### src/rtl/inter_frame_space_ctrl_if.sv
// Bundle between the frame decoder / transmit arbiter and the CAN interframe-space controller.
// samplePoint is the only qualifier: inputs are meaningful only on a clk where it is high, and the
// result pulses are valid for the single clk that follows that edge. There is no backpressure.
interface inter_frame_space_ctrl_if #(
  parameter int MAX_OVERLOADS = 2
);
  localparam int OVL_W = (MAX_OVERLOADS > 0) ? $clog2(MAX_OVERLOADS + 1) : 1;

  logic             samplePoint;
  logic             canRX;
  logic             frameEnd;
  logic             endIsOverload;
  logic             wasTransmitter;
  logic             errorPassive;

  logic             isOverload;
  logic             isStart;
  logic             isFormError;
  logic             busIdle;
  logic             txAllowed;
  logic [1:0]       ifsState;
  logic [OVL_W-1:0] overloadCount;

  modport master (
    output samplePoint, canRX, frameEnd, endIsOverload, wasTransmitter, errorPassive,
    input  isOverload, isStart, isFormError, busIdle, txAllowed, ifsState, overloadCount
  );

  modport slave (
    input  samplePoint, canRX, frameEnd, endIsOverload, wasTransmitter, errorPassive,
    output isOverload, isStart, isFormError, busIdle, txAllowed, ifsState, overloadCount
  );
endinterface

### src/rtl/inter_frame_space_ctrl.sv
// CAN interframe-space tracker: intermission, suspend transmission and bus idle after every frame,
// with a bounded consecutive-overload budget and SOF / transmit-permission reporting.
module inter_frame_space_ctrl #(
  parameter int INTERMISSION_BITS = 3,
  parameter int SUSPEND_BITS      = 8,
  parameter int MAX_OVERLOADS     = 2
) (
  input logic                    clk,
  input logic                    rst,
  inter_frame_space_ctrl_if.slave ifs
);

  localparam int MAX_BITS = (INTERMISSION_BITS > SUSPEND_BITS) ? INTERMISSION_BITS : SUSPEND_BITS;
  localparam int CNT_W    = $clog2(MAX_BITS + 1);
  localparam int OVL_W    = (MAX_OVERLOADS > 0) ? $clog2(MAX_OVERLOADS + 1) : 1;

  localparam logic [CNT_W-1:0] INT_LAST = CNT_W'(INTERMISSION_BITS - 1);
  localparam logic [CNT_W-1:0] SUS_LAST = CNT_W'(SUSPEND_BITS - 1);
  localparam logic [OVL_W-1:0] OVL_MAX  = OVL_W'(MAX_OVERLOADS);

  typedef enum logic [1:0] {
    WAIT_FRAME   = 2'd0,
    INTERMISSION = 2'd1,
    SUSPEND      = 2'd2,
    BUS_IDLE     = 2'd3
  } ifs_state_e;

  ifs_state_e       state_q, state_d;
  logic [CNT_W-1:0] bit_cnt_q, bit_cnt_d;
  logic [OVL_W-1:0] ovl_cnt_q, ovl_cnt_d;
  logic             suspend_req_q, suspend_req_d;
  logic             is_overload_q, is_overload_d;
  logic             is_start_q, is_start_d;
  logic             is_form_error_q, is_form_error_d;

  always_ff @(posedge clk or posedge rst) begin
    if (rst) begin
      state_q         <= BUS_IDLE;
      bit_cnt_q       <= '0;
      ovl_cnt_q       <= '0;
      suspend_req_q   <= 1'b0;
      is_overload_q   <= 1'b0;
      is_start_q      <= 1'b0;
      is_form_error_q <= 1'b0;
    end else begin
      state_q         <= state_d;
      bit_cnt_q       <= bit_cnt_d;
      ovl_cnt_q       <= ovl_cnt_d;
      suspend_req_q   <= suspend_req_d;
      is_overload_q   <= is_overload_d;
      is_start_q      <= is_start_d;
      is_form_error_q <= is_form_error_d;
    end
  end

  always_comb begin
    state_d         = state_q;
    bit_cnt_d       = bit_cnt_q;
    ovl_cnt_d       = ovl_cnt_q;
    suspend_req_d   = suspend_req_q;
    is_overload_d   = 1'b0;
    is_start_d      = 1'b0;
    is_form_error_d = 1'b0;

    if (ifs.samplePoint) begin
      if (ifs.frameEnd) begin
        // A new frame end always restarts intermission, whatever the bus level in this bit.
        state_d       = INTERMISSION;
        bit_cnt_d     = '0;
        suspend_req_d = ifs.errorPassive & ifs.wasTransmitter & ~ifs.endIsOverload;
        if (!ifs.endIsOverload) begin
          ovl_cnt_d = '0;
        end
      end else begin
        unique case (state_q)
          INTERMISSION: begin
            if (ifs.canRX) begin
              if (bit_cnt_q < INT_LAST) begin
                bit_cnt_d = bit_cnt_q + 1'b1;
              end else begin
                state_d   = suspend_req_q ? SUSPEND : BUS_IDLE;
                bit_cnt_d = '0;
              end
            end else if (bit_cnt_q >= INT_LAST) begin
              // Dominant in the last intermission bit is a legal SOF, not an overload.
              is_start_d = 1'b1;
              state_d    = WAIT_FRAME;
              bit_cnt_d  = '0;
            end else if (ovl_cnt_q < OVL_MAX) begin
              is_overload_d = 1'b1;
              ovl_cnt_d     = ovl_cnt_q + 1'b1;
              state_d       = WAIT_FRAME;
              bit_cnt_d     = '0;
            end else begin
              is_form_error_d = 1'b1;
              state_d         = WAIT_FRAME;
              bit_cnt_d       = '0;
            end
          end
          SUSPEND: begin
            if (ifs.canRX) begin
              if (bit_cnt_q >= SUS_LAST) begin
                state_d   = BUS_IDLE;
                bit_cnt_d = '0;
              end else begin
                bit_cnt_d = bit_cnt_q + 1'b1;
              end
            end else begin
              // Another node started a frame while we were suspended: we become receiver.
              is_start_d = 1'b1;
              state_d    = WAIT_FRAME;
              bit_cnt_d  = '0;
            end
          end
          BUS_IDLE: begin
            if (!ifs.canRX) begin
              is_start_d = 1'b1;
              state_d    = WAIT_FRAME;
              bit_cnt_d  = '0;
            end
          end
          WAIT_FRAME: begin
            state_d = WAIT_FRAME;
          end
          default: begin
            state_d   = BUS_IDLE;
            bit_cnt_d = '0;
          end
        endcase
      end
    end
  end

  // Transmit permission opens one bit early so a pending frame can drive SOF right after intermission.
  assign ifs.txAllowed     = (state_q == BUS_IDLE) |
                             ((state_q == INTERMISSION) & (bit_cnt_q == INT_LAST) & ~suspend_req_q);
  assign ifs.busIdle       = (state_q == BUS_IDLE);
  assign ifs.ifsState      = state_q;
  assign ifs.overloadCount = ovl_cnt_q;
  assign ifs.isOverload    = is_overload_q;
  assign ifs.isStart       = is_start_q;
  assign ifs.isFormError   = is_form_error_q;

  a_one_pulse: assert property (@(posedge clk) disable iff (rst)
    $onehot0({is_overload_q, is_start_q, is_form_error_q}));

endmodule

### src/flat_wrapper.sv
// flat-port wrapper written by rule: the top's interface ports become plain ports
module inter_frame_space_ctrl_flat 
#(
  parameter int INTERMISSION_BITS = 3,
  parameter int SUSPEND_BITS      = 8,
  parameter int MAX_OVERLOADS     = 2
)
  (clk, rst, ifs_samplePoint, ifs_canRX, ifs_frameEnd, ifs_endIsOverload, ifs_wasTransmitter, ifs_errorPassive, ifs_isOverload, ifs_isStart, ifs_isFormError, ifs_busIdle, ifs_txAllowed, ifs_ifsState, ifs_overloadCount);
  inter_frame_space_ctrl_if #(.MAX_OVERLOADS(MAX_OVERLOADS)) ifs_i ();
  input logic clk;
  input logic rst;
  input wire logic [$bits(ifs_i.samplePoint)-1:0] ifs_samplePoint;
  input wire logic [$bits(ifs_i.canRX)-1:0] ifs_canRX;
  input wire logic [$bits(ifs_i.frameEnd)-1:0] ifs_frameEnd;
  input wire logic [$bits(ifs_i.endIsOverload)-1:0] ifs_endIsOverload;
  input wire logic [$bits(ifs_i.wasTransmitter)-1:0] ifs_wasTransmitter;
  input wire logic [$bits(ifs_i.errorPassive)-1:0] ifs_errorPassive;
  output wire logic [$bits(ifs_i.isOverload)-1:0] ifs_isOverload;
  output wire logic [$bits(ifs_i.isStart)-1:0] ifs_isStart;
  output wire logic [$bits(ifs_i.isFormError)-1:0] ifs_isFormError;
  output wire logic [$bits(ifs_i.busIdle)-1:0] ifs_busIdle;
  output wire logic [$bits(ifs_i.txAllowed)-1:0] ifs_txAllowed;
  output wire logic [$bits(ifs_i.ifsState)-1:0] ifs_ifsState;
  output wire logic [$bits(ifs_i.overloadCount)-1:0] ifs_overloadCount;
  assign ifs_i.samplePoint = ifs_samplePoint;
  assign ifs_i.canRX = ifs_canRX;
  assign ifs_i.frameEnd = ifs_frameEnd;
  assign ifs_i.endIsOverload = ifs_endIsOverload;
  assign ifs_i.wasTransmitter = ifs_wasTransmitter;
  assign ifs_i.errorPassive = ifs_errorPassive;
  assign ifs_isOverload = ifs_i.isOverload;
  assign ifs_isStart = ifs_i.isStart;
  assign ifs_isFormError = ifs_i.isFormError;
  assign ifs_busIdle = ifs_i.busIdle;
  assign ifs_txAllowed = ifs_i.txAllowed;
  assign ifs_ifsState = ifs_i.ifsState;
  assign ifs_overloadCount = ifs_i.overloadCount;
  inter_frame_space_ctrl #(.INTERMISSION_BITS(INTERMISSION_BITS), .SUSPEND_BITS(SUSPEND_BITS), .MAX_OVERLOADS(MAX_OVERLOADS)) u_core (.clk(clk), .rst(rst), .ifs(ifs_i));
endmodule
### config.mk
export PLATFORM = sky130hd
export DESIGN_NAME = inter_frame_space_ctrl_flat
export DESIGN_NICKNAME = d
export VERILOG_FILES = /design/src/rtl/inter_frame_space_ctrl_if.sv /design/src/rtl/inter_frame_space_ctrl.sv /design/src/flat_wrapper.sv
export SDC_FILE = /design/constraint.sdc
export NUM_CORES = 1
export LEC_CHECK = 0
export BUFFER_PORTS_ARGS = -buffer_cell sky130_fd_sc_hd__buf_2
export CORE_UTILIZATION = 50
export CTS_CLUSTER_DIAMETER = 50
export DETAILED_ROUTE_END_ITERATION = 12
export PLACE_DENSITY = 0.73
export SLEW_MARGIN = 40
export SYNTH_ARGS = -nofsm -noshare
export SYNTH_HDL_FRONTEND = slang
export SYNTH_SLANG_ARGS = --single-unit
### constraint.sdc
create_clock -name clk -period 2.2 [get_ports clk]
set_clock_uncertainty 0.05 [all_clocks]
set_input_delay 0.44 -clock clk [delete_from_list [all_inputs] [get_ports clk]]
set_output_delay 0.44 -clock clk [all_outputs]
set_load 0.02 [all_outputs]
==> results.yml <==
placed_design:
  gp_congestion: 0.738
  preCtsSetupSlack_ns: 0.403
  dpl.cell_count: 106
  placed_area_um2: 812
  hpwl_um: 1040
  numPortBuffers: 16
logic_synthesis:
  syn-cell-area_um2: 722
  avgSynthCellArea_um2: 9.38
  ys_ff_latch: 12
  ys_warn_count: 0
  synth_cell_types: 26
  syn_nets: 91
  syn-instance-count: 77
  ys_seq_area_frac: 0.419
timing:
  drv_slew: 0
  tightest_slew_ns: 0.459
  hold_violations: 0
  fin_tns_setup_ns: 0
  final.period_utilization: 0.899
  fin_hold_ws_ns: 0.116
  rsz0062_at_grt: "false"
  clock.fmax_mhz: 505
  worst_slew_margin_rel: 0.694
  worst_slack_ns: 0.221
  min_period_ns: 1.98
  setup_viol: 0
power_and_ir_drop:
  cellLeakagePower_nw: 0.432
  clkPwrFrac: 0.215
  p_sw_w: 0.000311
  power_frac_seq: 0.391
  swShare: 0.386
  peakVddDrop_uv: 490
  p_comb_frac: 0.395
  cellPowerDensity_nw_per_um2: 951
  internal-power_w: 0.000496
die:
  die_w_um: 40
  start_util: 0.548
  coreArea_um2: 1320
  die_area_um2: 1600
  ios: 17
  num_rows: 13
  die_h_um: 40
worst_setup_path:
  critPathArrivalTime_ns: 1.49
  end_kind: "primary output"
  path_max_fanout: 7
  startpoint_type: "flip-flop"
  reg2reg_depth: 6
  r2r_end: "u_core.bit_cnt_q[3]"
  rr_startpoint: "u_core.ifs.ifsState[0]"
  r2r_slack_ns: 0.38
  setup.worst_path.class: "flip-flop to primary output"
  required_ns: 1.71
cells_and_area:
  fin_area_um2: 848
  area_growth_pct: 17.5
  fin_cells: 110
  fillers: 109
  multi_input_area_um2: 380
  diodes: 0
  drive_gt1_frac: 0.263
  nNetsFinal: 110
  regArea_um2: 303
global_routing:
  track_usage: 0.205
  grt_pass1_vias: 477
  grt-ovfl-total: 0
  grt_pass1_wl_um: 2150
  antenna_found_initial: 0
  grt_max_degree: 13
clocking:
  cts-root-buf: "clkbuf_4"
  h-tree-depth: 1
  cts_tree: "built"
  cts.clk_slew.worst_paths_ns: 0.08
  cts_buffers: 3
  postCtsSetupRepairBufs: 0
  cts_resized: 0
  postCtsHoldBufs: 0
  numClockSinks: 12
  clk_latency_ns: 0.26
  clockBufferDepth: 2
job:
  max-cap-violations: 0
drt:
  vias: 604
  wl_per_cell_um: 12.4
  drt_first_pass_iters: 4
  viasPerCell: 5.49
  drc_errors: 0
  ant_nets: 0
  drt_iter0_drc: 6
  totalWireLength_um: 1360
worst_hold_path:
  min_path_type: "input port to async pin"
outcome:
  status: "finished clean"
-- through the flow --
| step | power (W) | utilization |
|---|---|---|
| floorplan | 0.000549 | - |
| CTS | 0.000813 | 0.644 |
| finish | 0.000807 | 0.644 |
| detailed placement | 0.000638 | 0.616 |
| global route | 0.000877 | 0.644 |
| global placement | 0.000633 | 0.616 |
-- routing by layer --
layer	vias to the layer above	track usage	share of wire	routed length [um]
li1	307	-	-	-
met4	0	0.0517	0	0
met5	-	0	0	0
met3	0	0.0333	0.026	36
met2	9	0.306	0.47	640
met1	288	0.304	0.50	686
-- registers in the layout, indices dropped and copies added, names as in the netlist --
register                  cells
u_core.bit_cnt_q              4
u_core.ifs.ifsState           2
u_core.ifs.isFormError        1
u_core.ifs.isOverload         1
u_core.ifs.isStart            1
u_core.ifs.overloadCount      2
u_core.suspend_req_q          1
-- cells in the final DEF (no fill, tap or decap), types with 3 or more instances in the layout --
cell type / netlist / layout
o21ai_0: 3 / 3
a21oi_1: 4 / 4
dfrtp_1: 10 / 10
nor3_1: 3 / 3
nor2_1: 3 / 3
inv_1: 8 / 8
nor2b_1: 3 / 3
nand2_1: 11 / 11
clkbuf_4: 0 / 3
mux2i_1: 3 / 3
buf_2: 1 / 16
ha_1: 6 / 6
-- kinds of logic after synthesis --
kind of cell | share of synthesized area
AND/OR/NAND/NOR | 0.217
AO/OA/AOI/OAI | 0.165
flip-flops | 0.419
buffers and inverters | 0.0537
adder cells (fa/ha/maj) | 0.104
multiplexers | 0.0416
-- power by group through the flow --
stage / registers, W / clock network, W / logic [W]
final: 0.000315 / 0.000173 / 0.000318
after global routing: 0.000324 / 0.000193 / 0.000360
after CTS: 0.000315 / 0.000178 / 0.000320
after detailed placement: 0.000319 / 0 / 0.000318
after global placement: 0.000317 / 0 / 0.000316
after floorplan: 0.000350 / 0 / 0.000199
-- Yosys cell counts, drive strengths merged --
library cell,instances,area share
a21o,1,0.010
a21oi,4,0.028
a31oi,2,0.017
a41oi,1,0.012
buf,1,0.0069
clkbuf,1,0.0052
dfrtp,10,0.35
dfstp,2,0.073
ha,6,0.10
inv,8,0.042
mux2i,3,0.042
nand2,11,0.057
nand3,1,0.0069
nand4,2,0.017
nand4b,1,0.012
nor2,3,0.016
nor2b,4,0.045
nor3,3,0.021
nor4,1,0.017
nor4b,2,0.024
o21ai,5,0.035
o31a,2,0.024
o31ai,3,0.038
-- critical path, cell delays in order (launching register included) --
cell and delay, ns:
dfstp_2 0.56, inv_1 0.07, ha_1 0.27, a21o_1 0.18, buf_2 0.15
-- area by class of cell --
type,count,area share
multi-input combinational,55,0.448
timing repair buffer,16,0.0944
sequential,12,0.357
inverter,8,0.0354
clock buffer,4,0.0428
tap,15,0.0221
-- worst max-delay path by stage --
stage                                start                  end
floorplan           u_core.ifs.ifsState[0]  u_core.bit_cnt_q[3]
global placement    u_core.ifs.ifsState[0]  u_core.bit_cnt_q[3]
detailed placement  u_core.ifs.ifsState[0]  u_core.bit_cnt_q[3]
CTS                    u_core.bit_cnt_q[0]        ifs_txAllowed
global route           u_core.bit_cnt_q[0]        ifs_txAllowed
finish              u_core.ifs.ifsState[1]        ifs_txAllowed
Note: power is estimated with default switching activity, not from simulation.
